===== config.mk =====
export PLATFORM = sky130hd
export DESIGN_NAME = posit_round_pack_pipe
export DESIGN_NICKNAME = d
export VERILOG_FILES = /design/src/rtl/posit_round_pack_pipe.sv
export SDC_FILE = /design/constraint.sdc
export NUM_CORES = 1
export LEC_CHECK = 0
export ABC_AREA = 0
export BUFFER_PORTS_ARGS = -buffer_cell sky130_fd_sc_hd__buf_4
export CAP_MARGIN = 15
export CORE_MARGIN = 2
export CORE_UTILIZATION = 45
export DETAILED_ROUTE_END_ITERATION = 7
export SYNTH_ARGS = -nofsm -noshare
export SYNTH_HDL_FRONTEND = slang
export SYNTH_SLANG_ARGS = --single-unit

===== constraint.sdc =====
create_clock -name clk -period 9.58 [get_ports clk]
set_input_delay 1.916 -clock clk [delete_from_list [all_inputs] [get_ports clk]]
set_output_delay 1.916 -clock clk [all_outputs]
set_load 0.05 [all_outputs]

===== src/rtl/posit_round_pack_pipe.sv =====
// Two-stage posit encoder/rounder: S1 builds the unrounded regime/exp/frac string,
// S2 rounds, saturates to [minpos, maxpos] and applies the sign.
module posit_round_pack_pipe #(
    parameter int unsigned N  = 32,
    parameter int unsigned ES = 2,
    parameter int unsigned FW = N,
    parameter int unsigned KW = $clog2(N) + 2
) (
    input  logic                 clk,
    input  logic                 rst,
    input  logic                 in_valid,
    output logic                 in_ready,
    input  logic                 in_sign,
    input  logic signed [KW-1:0] in_k,
    input  logic [ES-1:0]        in_exp,
    input  logic [FW-1:0]        in_frac,
    input  logic                 in_sticky,
    input  logic                 in_zero,
    input  logic                 in_nar,
    input  logic [1:0]           rnd_mode,
    output logic                 out_valid,
    input  logic                 out_ready,
    output logic [N-1:0]         out_posit,
    output logic                 out_inexact
);

    localparam int unsigned M = N + ES + FW;
    localparam logic signed [KW-1:0] KMax = KW'(N - 2);
    localparam logic signed [KW-1:0] KMin = -KMax;

    localparam logic [1:0] RndRne = 2'b00;
    localparam logic [1:0] RndRtz = 2'b01;
    localparam logic [1:0] RndRup = 2'b10;

    logic s2_load;

    // S1 state
    logic         v1_q, v1_d;
    logic [N-2:0] mag1_q, mag1_d;
    logic         g1_q, g1_d;
    logic         s1_q, s1_d;
    logic         sign1_q, sign1_d;
    logic [1:0]   mode1_q, mode1_d;
    logic         zero1_q, zero1_d;
    logic         nar1_q, nar1_d;
    logic         chi1_q, chi1_d;
    logic         clo1_q, clo1_d;

    // S2 state
    logic         out_valid_q, out_valid_d;
    logic [N-1:0] out_posit_q, out_posit_d;
    logic         out_inexact_q, out_inexact_d;

    // S1 build datapath
    logic                 clamp_hi, clamp_lo;
    logic signed [KW-1:0] k_c;
    logic [KW-1:0]        run_len;
    logic [KW-1:0]        shamt;
    logic [M-1:0]         build;
    logic [M-1:0]         aligned;

    always_comb begin
        clamp_hi = in_k > KMax;
        clamp_lo = in_k < KMin;
        if (clamp_hi) begin
            k_c = KMax;
        end else if (clamp_lo) begin
            k_c = KMin;
        end else begin
            k_c = in_k;
        end
        // k>=0 gives k+1 ones, k<0 gives -k zeros; the terminator is the opposite bit
        if (k_c[KW-1]) begin
            run_len = ~k_c + KW'(1);
        end else begin
            run_len = k_c + KW'(1);
        end
        shamt   = KW'(N - 1) - run_len;
        build   = {{(N-1){~k_c[KW-1]}}, k_c[KW-1], in_exp, in_frac};
        // Drop surplus run bits off the top so the string starts just below the sign
        aligned = build << shamt;
    end

    assign s2_load  = !out_valid_q || out_ready;
    assign in_ready = !v1_q || s2_load;

    always_comb begin
        v1_d    = v1_q;
        mag1_d  = mag1_q;
        g1_d    = g1_q;
        s1_d    = s1_q;
        sign1_d = sign1_q;
        mode1_d = mode1_q;
        zero1_d = zero1_q;
        nar1_d  = nar1_q;
        chi1_d  = chi1_q;
        clo1_d  = clo1_q;
        if (in_ready) begin
            v1_d = in_valid;
        end
        if (in_valid && in_ready) begin
            mag1_d  = aligned[M-1 -: N-1];
            g1_d    = aligned[M-N];
            s1_d    = (|aligned[M-N-1:0]) | in_sticky;
            sign1_d = in_sign;
            mode1_d = rnd_mode;
            zero1_d = in_zero;
            nar1_d  = in_nar;
            chi1_d  = clamp_hi;
            clo1_d  = clamp_lo;
        end
    end

    // S2 round / saturate / sign datapath
    logic         inc;
    logic [N-1:0] sum;
    logic [N-2:0] mag;
    logic [N-1:0] posit;
    logic         inexact;

    always_comb begin
        case (mode1_q)
            RndRne:  inc = g1_q & (mag1_q[0] | s1_q);
            RndRtz:  inc = 1'b0;
            RndRup:  inc = !sign1_q & (g1_q | s1_q);
            default: inc = sign1_q & (g1_q | s1_q);
        endcase
        sum = {1'b0, mag1_q} + N'(inc);
        // Nonzero results never round to 0 or overflow into NaR
        if (sum[N-1] || chi1_q) begin
            mag = '1;
        end else if (sum[N-2:0] == '0 || clo1_q) begin
            mag = {{(N-2){1'b0}}, 1'b1};
        end else begin
            mag = sum[N-2:0];
        end
        if (sign1_q) begin
            posit = ~{1'b0, mag} + N'(1);
        end else begin
            posit = {1'b0, mag};
        end
        inexact = g1_q | s1_q | chi1_q | clo1_q;
        if (nar1_q) begin
            posit   = {1'b1, {(N-1){1'b0}}};
            inexact = 1'b0;
        end else if (zero1_q) begin
            posit   = '0;
            inexact = 1'b0;
        end
    end

    always_comb begin
        out_valid_d   = out_valid_q;
        out_posit_d   = out_posit_q;
        out_inexact_d = out_inexact_q;
        if (s2_load) begin
            out_valid_d = v1_q;
            if (v1_q) begin
                out_posit_d   = posit;
                out_inexact_d = inexact;
            end
        end
    end

    always_ff @(posedge clk) begin
        if (rst) begin
            v1_q          <= 1'b0;
            mag1_q        <= '0;
            g1_q          <= 1'b0;
            s1_q          <= 1'b0;
            sign1_q       <= 1'b0;
            mode1_q       <= 2'b00;
            zero1_q       <= 1'b0;
            nar1_q        <= 1'b0;
            chi1_q        <= 1'b0;
            clo1_q        <= 1'b0;
            out_valid_q   <= 1'b0;
            out_posit_q   <= '0;
            out_inexact_q <= 1'b0;
        end else begin
            v1_q          <= v1_d;
            mag1_q        <= mag1_d;
            g1_q          <= g1_d;
            s1_q          <= s1_d;
            sign1_q       <= sign1_d;
            mode1_q       <= mode1_d;
            zero1_q       <= zero1_d;
            nar1_q        <= nar1_d;
            chi1_q        <= chi1_d;
            clo1_q        <= clo1_d;
            out_valid_q   <= out_valid_d;
            out_posit_q   <= out_posit_d;
            out_inexact_q <= out_inexact_d;
        end
    end

    assign out_valid   = out_valid_q;
    assign out_posit   = out_posit_q;
    assign out_inexact = out_inexact_q;

endmodule


==> reports/qor.csv, run 1 <==
metric;value;unit
drive_gt1_frac;0.185;
die_w;139;um
synth_commonest_cells;nand2_1 (119), nor2_1 (92), dfxtp_1 (75), o21ai_0 (65), clkbuf_1 (63);
cts-root-buf;clkbuf_16;
cts_sinks;75;
synth_area_leaders;dfxtp_1 (18%), mux4_2 (14%), nand2_1 (5.4%), xnor2_1 (4.9%), nor2_1 (4.2%);
vias_per_cell;6.48;
ys.flop_type;dfxtp_1;
syn_inst;1066;
setup_violations;0;
syn_to_final_growth;12.2;%
diodes;0;
slew_viol_final;0;
syn_nets;1122;
max_slew_margin;0.341;
worstSetupStartpointType;input port;
layout.cells.non_filler;1315;
ant_nets;0;
synth_top_area_share;0.182;
dp_slack;2430;ps
h-tree-depth;3;
ys_seq_area_frac;0.182;
peakVddDrop;0.104;mV
endpoint_kind;register;
synth_cell_type_count;84;
syn_area;8230;um2
finalClockSkew;8.58;ps
status;finished, final reports clean;
drc;0;
holdBufCountCts;0;
routabilityCongestion;0.954;
core_area;18000;um2
crit_required;9790;ps
antenna_found_initial;0;
num_rows;49;
fmax;0.147;GHz
grt_pass1_vias;7652;
tritoncts;yes;
hold_viol;0;
worstSetupPathType;in2reg;
worstMarginPinSlew;975;ps
io_pins;86;
fin_nets;1137;
path_cells;buf_4 > nor2_1 > nand2_1 > nand3_1 > ha_1 > and2b_1 > xnor2_4 > nand2_8 > inv_4 > ha_1 > buf_4 > mux4_2 > mux4_2 > nor2_1 > or4b_1 > a2111oi_2 > a211oi_1;
initial_core_util;0.458;
yosysTopAreaCell;dfxtp_1;
critical-path-top-delay-family;simple AND/OR/NAND/NOR gates;
dp.cells;1298;
slowest_stage;mux4_2;
async_reset_ff_frac;0;
drtPass1Iterations;6;
io_buffers;85;
clock_latency;350;ps
grt_max_degree;50;
powerDensity;176;nW/um2
synth-seq-cells;75;
numCtsBuffers;9;
routedWlPerCell;20.1;um
overflow;0;
fp.dieH;139;um
fin_crit;6810;ps
dieArea;19400;um2
cts_setup_buffers;0;
gr-usage-all-layers;0.268;
cts_resized;0;
dp_hpwl;20.5;mm
yosysMostFrequentCell;nand2_1;
holdCritPathClass;reg2reg;
clk_pin_slew;60;ps
via_count;8520;
crit_fanout;29;
max_cap_viol_count;0;
utilization;0.514;
timing.final.crit_share;0.711;
clockBufferDepth;2;
syn_avg_cell_area;7.72;um2
grt_setup_unrepaired;false;
post-route-worst-setup-slack;2770;ps
fin_tns_setup;0;ps
cp.buffers_inverters;3;
synth_warnings;0;
drt-initial-drc-count;650;
grt_first_pass_wirelength;42.4;mm
critPathArrivalTime;7020;ps
routed_wl;26.4;mm
synth-edff-count;0;
slowest_delay;610;ps
p_leak;3.33;nW
## per-layer routing
metal	wire length, um	GRT usage
met1	12300	0.379
met5	0	0
met3	1210	0.0361
met2	12000	0.421
met4	830	0.0957
## state kept, by name (all words and copies together) (netlist names)
| register | flops |
|---|---|
| s1_q | 1 |
| clo1_q | 1 |
| out_posit | 32 |
| v1_q | 1 |
| chi1_q | 1 |
| nar1_q | 1 |
| mode1_q | 2 |
| sign1_q | 1 |
| mag1_q | 31 |
| out_inexact | 1 |
| zero1_q | 1 |
| g1_q | 1 |
| out_valid | 1 |
## logic make-up (layout without fill, tap and decap cells)
family	Yosys count	in the layout	share of synthesized area
compound gates	307	307	0.257
xor+xnor	63	63	0.0693
fa+ha+maj	5	5	0.00760
buf+inv	126	146	0.0637
flops	75	75	0.182
mux	77	77	0.174
simple gates	413	413	0.246
## layout make-up
class	count	area (um2)
clock inverter	5	60.1
fill	1793	8730
tap	229	287
clock buffer	11	253
inverter	25	96.3
multi-input combinational	865	6240
sequential	75	1500
timing repair buffer	105	796
## worst paths after layout
kind / startpoint / end / slack [ps] / depth (start not counted)
max: in_k[2] / s1_q$_SDFFE_PP0P_ / 2770 / 17
min reg2reg: out_posit[24]$_SDFFE_PP0P_ / out_posit[24]$_SDFFE_PP0P_ / 450 / 2
min: out_posit[24]$_SDFFE_PP0P_ / out_posit[24]$_SDFFE_PP0P_ / 450 / 2
max reg2reg: sign1_q$_SDFFE_PP0P_ / out_posit[14]$_SDFFE_PP0P_ / 2870 / 19
## through the flow
step	hold slack [ps]	total power, W	area (um2)
5_1_grt	469	0.00172	9230
2_1_floorplan	459	0.00103	8230
4_1_cts	457	0.00162	9220
6_report	450	0.00163	9230
3_5_place_dp	442	0.00126	8910
3_3_place_gp	436	0.00126	8910
## cell usage in the layout (no fill, tap or decap), types with 42 or more instances in the layout
cell type	instances
buf_4	104
nor2_1	91
nor3_1	42
a21oi_1	62
mux4_2	52
xnor2_1	46
o21ai_0	65
dfxtp_1	75
nand2_1	119
nand3_1	43
## power by group
group	switching, W	internal [W]
sequential	0.0000427	0.000340
combinational	0.000524	0.000361
clock	0.000140	0.000217
total	0.000707	0.000918
## worst reg2reg max path: cells and delay by family (launching register included)
kind                     cells  cell delay (ps)
AND/OR/NAND/NOR              7             3040
flip-flops                   1              310
XOR/XNOR                     2              400
adder cells (fa/ha/maj)      3              980
AO/OA/AOI/OAI                5             1300
buffers and inverters        2              570
Note: power is estimated with default switching activity, not from simulation.
==> inputs of run 2 (changes only) <==
--- a/config.mk
+++ b/config.mk
@@ -5,7 +5,7 @@
 export SDC_FILE = /design/constraint.sdc
 export NUM_CORES = 1
 export LEC_CHECK = 0
-export ABC_AREA = 0
+export ABC_AREA = 1
 export BUFFER_PORTS_ARGS = -buffer_cell sky130_fd_sc_hd__buf_4
 export CAP_MARGIN = 15
 export CORE_MARGIN = 2
==> constraint.sdc (replaced) <==
create_clock -name clk -period 6.5 [get_ports clk]
set_input_delay 1.3 -clock clk [delete_from_list [all_inputs] [get_ports clk]]
set_output_delay 1.3 -clock clk [all_outputs]
set_load 0.05 [all_outputs]
==> reports/qor.csv, run 2 <==
metric;value;unit
largest_register_ffs;32;
status;finished, final reports clean;
gr-usage-all-layers;0.306;
synth_commonest_cells;nand2_1 (502), nand3_1 (258), nor2_1 (119), a21oi_1 (93), o21ai_0 (87);
ys.flop_type;dfxtp_1;
synth-edff-count;0;
finalClockSkew;10.6;ps
fin_crit;5200;ps
num_rows;48;
peakVddDrop;0.192;mV
crit_fanout;33;
clockBufferDepth;2;
routedWlPerCell;16.3;um
syn_avg_cell_area;5.41;um2
synth_area_leaders;nand2_1 (24%), dfxtp_1 (19%), nand3_1 (16%), a21oi_1 (5.9%), nor2_1 (5.6%);
slew_viol_final;0;
multi_input_area;5730;um2
dp_slack;1030;ps
fillerInstances;1915;
syn_nets;1522;
mostFrequentLayoutCells;nand2_1 (502), nand3_1 (258), nor2_1 (119), buf_4 (102), a21oi_1 (93);
max_cap_viol_count;0;
die_w;137;um
yosysMostFrequentCell;nand2_1;
dieArea;18700;um2
cts_setup_buffers;0;
clock_latency;350;ps
worstMarginPinSlew;962;ps
worstSetupPathType;reg2reg;
initial_core_util;0.460;
setup_violations;0;
max_slew_margin;0.358;
crit_required;6780;ps
routed_wl;28.2;mm
overflow;0;
ys_seq_area_frac;0.189;
rrSetupSlack;1300;ps
grt_first_pass_wirelength;44.7;mm
post-route-worst-setup-slack;1300;ps
drtPass1Iterations;6;
fin_tns_setup;0;ps
slowest_stage;clkinv_1;
dp_hpwl;22.3;mm
synth-seq-cells;75;
antenna_found_initial;0;
clk_pin_slew;70;ps
ant_nets;0;
holdCritPathClass;reg2reg;
diodes;0;
grt_setup_unrepaired;false;
h-tree-depth;3;
drive_gt1_frac;0.122;
drt-initial-drc-count;991;
syn_to_final_growth;12.4;%
tritoncts;yes;
synth_warnings;0;
cts_sinks;75;
numCtsBuffers;9;
utilization;0.517;
drc;0;
fmax;0.192;GHz
cts-root-buf;clkbuf_16;
worstSetupStartpointType;register;
synth_top_area_share;0.238;
crit_path_frequent_cell;nand2_1;
hold_viol;0;
grt_pass1_vias;8338;
timing.final.crit_share;0.800;
critPathArrivalTime;5480;ps
syn_area;7930;um2
holdBufCountCts;0;
yosysTopAreaCell;nand2_1;
powerDensity;266;nW/um2
p_leak;4.13;nW
mostFrequentLayoutCell;nand2_1;
slowest_delay;460;ps
vias_per_cell;5.57;
syn_inst;1466;
via_count;9634;
seq_area;1500;um2
cts_resized;0;
fin_nets;1556;
synth_cell_type_count;45;
async_reset_ff_frac;0;
grt_max_degree;52;
io_buffers;85;
io_pins;86;
fp.dieH;137;um
routabilityCongestion;1.00;
endpoint_kind;register;
core_area;17200;um2
## run 2: cell count changes after synthesis, sizes merged, moves of 18 or more
cell,previous run,this run
a21oi,62,95
inv,24,96
mux4,52,0
nand2,120,517
nand3,43,267
nor2,92,138
nor3,42,6
nor4,18,0
o21ai,71,98
xnor2,47,3
## run 2: layout make-up
| class | count | area share |
|---|---|---|
| Clock buffer | 9 | 0.0253 |
| Sequential cell | 75 | 0.168 |
| Inverter | 98 | 0.0413 |
| Multi-Input combinational cell | 1214 | 0.643 |
| Timing Repair Buffer | 102 | 0.0859 |
| Clock inverter | 6 | 0.00477 |
| Tap cell | 225 | 0.0316 |
## run 2: worst paths after layout
check / from / endpoint / cells past startpoint
hold reg to reg: out_posit[12]$_SDFFE_PP0P_ / out_posit[12]$_SDFFE_PP0P_ / 2
setup / recovery: sign1_q$_SDFFE_PP0P_ / out_posit[24]$_SDFFE_PP0P_ / 31
hold / removal: out_posit[12]$_SDFFE_PP0P_ / out_posit[12]$_SDFFE_PP0P_ / 2
setup reg to reg: sign1_q$_SDFFE_PP0P_ / out_posit[24]$_SDFFE_PP0P_ / 31
## run 2: logic make-up (layout without fill, tap and decap cells)
kind of cell	Yosys count	in the layout	share of synthesized area
simple gates	967	967	0.542
compound gates	233	233	0.162
buf+inv	177	215	0.0882
flops	75	75	0.189
xor+xnor	8	8	0.00978
fa+ha+maj	5	5	0.00789
mux	1	1	0.00126
## run 2: stage by stage
step	instances	total power (W)	hold WS [ps]	instance area, um2
6_report	1729	0.00237	462	8910
5_1_grt	1729	0.00254	480	8910
4_1_cts	1729	0.00235	467	8910
3_5_place_dp	1714	0.00186	457	8650
3_3_place_gp	1714	0.00187	455	8650
2_1_floorplan	1466	0.00151	449	7930
## run 2: layer usage
layer  wire length [um]  share of wire  track usage
met1              13700           0.49        0.457
met2              11900           0.42        0.451
met3               1890          0.067       0.0474
met4                622          0.022       0.0839
met5                  0              0            0
## run 2: power by group
group,internal (W),switching [W]
combinational,0.000406,0.000930
sequential,0.000504,0.0000510
clock,0.000257,0.000219
total,0.00117,0.00120
## run 2: worst max-delay path, delay by kind of cell (launching register included)
kind	cells	cell delay, ps
flops	1	300
compound gates	2	300
buf+inv	4	1210
simple gates	22	2450
fa+ha+maj	3	840
